**src/rtl/alu_seq_pkg.sv**
```systemverilog
// Shared types and constants for the ALU input sequencer.
// The state encoding is also what the front-panel LEDs show.
package alu_seq_pkg;

  localparam int OPCODE_W = 2;
  localparam int FLAGS_W  = 4;

  typedef enum logic [2:0] {
    WAIT_A  = 3'd0,
    WAIT_B  = 3'd1,
    WAIT_OP = 3'd2,
    EXEC    = 3'd3,
    SHOW    = 3'd4
  } state_t;

endpackage

```
**src/rtl/edge_detector.sv**
```systemverilog
// Rising-edge detector for a clean, synchronous level input.
// Gives one pulse per press and never pulses on the first cycle after reset.
module edge_detector (
  input  logic clk,
  input  logic reset_n,
  input  logic in,
  output logic pulse
);

  logic r_in_q;
  logic r_armed;

  // r_armed stays low until the first sampled cycle after reset, so a button
  // already held while reset releases is seen as "previously high".
  always_ff @(posedge clk or negedge reset_n) begin
    if (!reset_n) begin
      r_in_q  <= 1'b0;
      r_armed <= 1'b0;
    end else begin
      r_in_q  <= in;
      r_armed <= 1'b1;
    end
  end

  assign pulse = in & ~r_in_q & r_armed;

endmodule

```
**src/rtl/alu_input_sequencer.sv**
```systemverilog
// Collects A, B and OpCode from switches on successive Enter presses,
// then latches the ALU result and flags for display until the next press.
module alu_input_sequencer
  import alu_seq_pkg::*;
#(
  parameter int WIDTH = 8
) (
  input  logic                clk,
  input  logic                reset_n,
  input  logic [WIDTH-1:0]    DataIn,
  input  logic                Enter,
  input  logic                Clear,
  output logic [WIDTH-1:0]    A,
  output logic [WIDTH-1:0]    B,
  output logic [OPCODE_W-1:0] OpCode,
  input  logic [WIDTH-1:0]    ResultIn,
  input  logic                V,
  input  logic                C,
  input  logic                Z,
  input  logic                N,
  output logic [WIDTH-1:0]    ResultOut,
  output logic [FLAGS_W-1:0]  FlagsOut,
  output logic                Done,
  output logic [2:0]          StateOut
);

  state_t               r_state;
  logic [WIDTH-1:0]     r_a;
  logic [WIDTH-1:0]     r_b;
  logic [OPCODE_W-1:0]  r_opcode;
  logic [WIDTH-1:0]     r_result;
  logic [FLAGS_W-1:0]   r_flags;
  logic                 r_done;
  logic                 w_enter_pulse;

  edge_detector u_enter_edge (
    .clk     (clk),
    .reset_n (reset_n),
    .in      (Enter),
    .pulse   (w_enter_pulse)
  );

  always_ff @(posedge clk or negedge reset_n) begin
    if (!reset_n) begin
      r_state  <= WAIT_A;
      r_a      <= '0;
      r_b      <= '0;
      r_opcode <= '0;
      r_result <= '0;
      r_flags  <= '0;
      r_done   <= 1'b0;
    end else if (Clear) begin
      r_state  <= WAIT_A;
      r_a      <= '0;
      r_b      <= '0;
      r_opcode <= '0;
      r_result <= '0;
      r_flags  <= '0;
      r_done   <= 1'b0;
    end else begin
      case (r_state)
        WAIT_A: begin
          if (w_enter_pulse) begin
            r_a     <= DataIn;
            r_state <= WAIT_B;
          end
        end
        WAIT_B: begin
          if (w_enter_pulse) begin
            r_b     <= DataIn;
            r_state <= WAIT_OP;
          end
        end
        WAIT_OP: begin
          if (w_enter_pulse) begin
            r_opcode <= DataIn[OPCODE_W-1:0];
            r_state  <= EXEC;
          end
        end
        // One cycle for the ALU to settle on the freshly registered operands.
        EXEC: begin
          r_result <= ResultIn;
          r_flags  <= {V, C, Z, N};
          r_done   <= 1'b1;
          r_state  <= SHOW;
        end
        SHOW: begin
          if (w_enter_pulse) begin
            r_done  <= 1'b0;
            r_state <= WAIT_A;
          end
        end
        default: r_state <= WAIT_A;
      endcase
    end
  end

  assign A         = r_a;
  assign B         = r_b;
  assign OpCode    = r_opcode;
  assign ResultOut = r_result;
  assign FlagsOut  = r_flags;
  assign Done      = r_done;
  assign StateOut  = r_state;

endmodule

```
**config.mk**
```make
export PLATFORM = sky130hd
export DESIGN_NAME = alu_input_sequencer
export DESIGN_NICKNAME = d
export VERILOG_FILES = /design/src/rtl/alu_seq_pkg.sv /design/src/rtl/edge_detector.sv /design/src/rtl/alu_input_sequencer.sv
export SDC_FILE = /design/constraint.sdc
export NUM_CORES = 1
export LEC_CHECK = 0
export BUFFER_PORTS_ARGS = -buffer_cell sky130_fd_sc_hd__buf_2
export CAP_MARGIN = 10
export CORE_MARGIN = 2
export CORE_UTILIZATION = 51
export DETAILED_ROUTE_END_ITERATION = 16
export PLACE_DENSITY = 0.83
export SLEW_MARGIN = 20
export SYNTH_ARGS = -nofsm -noshare
export SYNTH_HDL_FRONTEND = slang
export SYNTH_SLANG_ARGS = --single-unit
export TNS_END_PERCENT = 30
```
**constraint.sdc**
```tcl
create_clock -name clk -period 1.7 [get_ports clk]
set_input_delay 0.34 -clock clk [delete_from_list [all_inputs] [get_ports clk]]
set_output_delay 0.34 -clock clk [all_outputs]
set_load 0.02 [all_outputs]
```
==> out/results.txt <==
DP Area: 1852 sq um
CTS tree: yes
CTS buffer count: 5
DR iter-0 viols: 33
I/O pins: 58
Clock group share of total power: 32.8%
Initial Util: 54.82%
Antenna-violating nets left: 0
Result of the run: finished, final reports clean
Final Non-Filler Cells: 213
Final Cell Area: 1929 sq um
# placed instances: 204
Layout area overhead: 25.47%
Top fanout value on the critical path: 10
Vias/cell: 5.235
Clk_skew: 0.01284 ns
Ys Warns: 0
Syn Nets: 145
Crit-path cells: buf_2
Core box area: 2805 sq um
Overflow after GRT: 0
Critical path endpoint category: output pin
Routability Congestion: 0.8073
Psw: 369.6 uW
Tcrit/Tclk final: 84.02%
FF+latch count, synth: 36
HPWL Detailed: 2362 um
HP Class: in2reg
DRC violations left: 0
Slew Limit Headroom: 65.76%
WP data arrival: 1.09 ns
Pre-Repair DR Iteration Count: 4
Nets: 205
Startpoint type of the worst setup path: register
P_leak: 0.001060 uW
Delay of the slowest critical-path stage: 0.53 ns
Die X: 58.91 um
Most frequent cells in the layout: 57 x buf_2, 36 x dfrtp_1, 27 x nand2b_1
N_diodes: 0
Mapped Avg Cell Area: 12.71 sq um
Number of global-route vias before repair: 1137
Critical-path top delay cell: dfrtp_1
Final setup vio count: 0
Min Clock Period, post-route: 1.428 ns
Cell family with most CP delay: flip-flops
Seq pwr share: 58.5%
Routed wire length: 3175 um
I/O Buffers: 57
Global-route wire length before repair: 5175 um
Vias: 1115
Clk pin slew, worst setup/hold paths: 0.12 ns
Gate power share: 8.7%
Worst Max-Slew Pin Slew: 0.5136 ns
Max clock buf depth: 2
Sw Share: 24.65%
# rows: 19
CTS sink cnt: 36
Post-CTS Setup Repair Bufs: 0
Final Hold Viols: 0
Fraction of layout cells with a size suffix above 1: 41.21%
Cell-internal power: 1130 uW
Synth Instances: 121
Pins Over Slew Limit: 0
IR drop worst, VDD: 0.6901 mV
Tot GR Track Use: 20.21%
Most common cell after layout, fill and taps aside: buf_2
Netlist cell types: 23
H-tree level count: 2
Peak Freq: 700.1 MHz
Die H: 58.91 um
Clk root buf: clkbuf_4
RSZ-0062 raised after global routing: no
Maxcap violations: 0
DIE AREA: 3470 sq um
PD cells: 777.1 nW/um^2
Worst-Skew Late Latency: 0.33 ns
Initial antenna violation count: 0
TNS Setup: 0 ns
Sequential share of the synthesized area: 58.58%
Drt wl/cell: 14.91 um
Synthesized area: 1538 sq um
Largest net degree at the start of global routing: 33
Hold_ws: 0.1304 ns
Required @ worst endpoint: 1.36 ns
Setup CP Type: reg2out
CP Buf/Inv Count: 1
Yosys cell counts (all sizes together):
cell type	instances	area, sq um
and4bb	1	12.51
nand3b	3	22.52
nor4b	1	8.760
a22o	12	105.1
nor2	4	15.01
nand2	1	6.260
buf	3	26.27
nor3	2	10.01
conb	1	3.750
a21oi	2	13.76
nand2b	27	168.9
dfrtp	36	900.9
nor4	1	6.260
o21ba	1	10.01
nand3	1	5.000
mux2	1	11.26
clkbuf	4	16.26
nor2b	2	15.02
mux2i	18	180.2
flip-flops by register name, summed over array words and instances, names as in the netlist:
register,count
A,8
B,8
Done,1
FlagsOut,4
OpCode,2
ResultOut,8
StateOut,3
u_enter_edge.r_armed,1
u_enter_edge.r_in_q,1
layout make-up:
type                       instances  area, sq um
sequential                        36        900.9
tap                               31        38.79
clock buffer                       6        51.30
multi-input combinational         78        601.8
clock inverter                     2        13.76
fill                             225        875.8
timing repair buffer              60        322.8
repair_timing:
| item | in CTS | in global routing |
|---|---|---|
| hold endpoints to repair | 16 | 0 |
| resized for setup | 0 | 1 |
| setup endpoints to repair | 0 | 12 |
| hold buffers | 1 | 0 |
worst paths after layout:
check / startpoint / end / slack (ns) / depth (start not counted)
worst max-delay path: StateOut[0] / StateOut[0] / 0.27 / 1
worst min register to register: FlagsOut[2] / FlagsOut[2] / 0.52 / 1
max in group asynchronous: reset_n / A[5] / 0.80 / 3
min in group asynchronous: reset_n / FlagsOut[1] / 0.45 / 2
worst min-delay path: Enter / u_enter_edge.r_in_q / 0.13 / 1
worst max register to register: u_enter_edge.r_in_q / B[0] / 0.31 / 4
power groups by stage:
stage	clock (uW)	sequential (uW)	combinational, uW
5_1_grt	554	879	144
3_5_place_dp	0	893	131
4_1_cts	506	877	133
6_report	492	877	130
2_1_floorplan	0	903	55.1
3_3_place_gp	0	893	127
metal layers:
| metal | global-route usage (%) | share of wire (%) |
|---|---|---|
| met3 | 7.692 | 6.0 |
| met5 | 0 | 0 |
| met2 | 33.49 | 52 |
| met1 | 24.75 | 41 |
| met4 | 5.519 | 0.50 |
stage by stage:
stage                     util [%]  total power [uW]  worst slack (ns)
final                        68.78              1499            0.2717
after global routing         68.78              1577            0.1716
after CTS                    68.69              1516            0.1348
after detailed placement     66.01              1024            0.1497
after global placement       66.01              1019            0.2395
after floorplan                  -             957.8            0.4038
kinds of logic (layout without fill, tap and decap cells):
logic type,Yosys count,after routing,share of synthesized area [%]
and+or+nand+nor,43,43,17.58
AOI/OAI and AO/OA,15,15,8.381
other,1,1,0.2439
buffers and inverters,7,68,2.766
muxes,19,19,12.45
DFF,36,36,58.58
No activity file was read; power rests on OpenSTA's default activity.
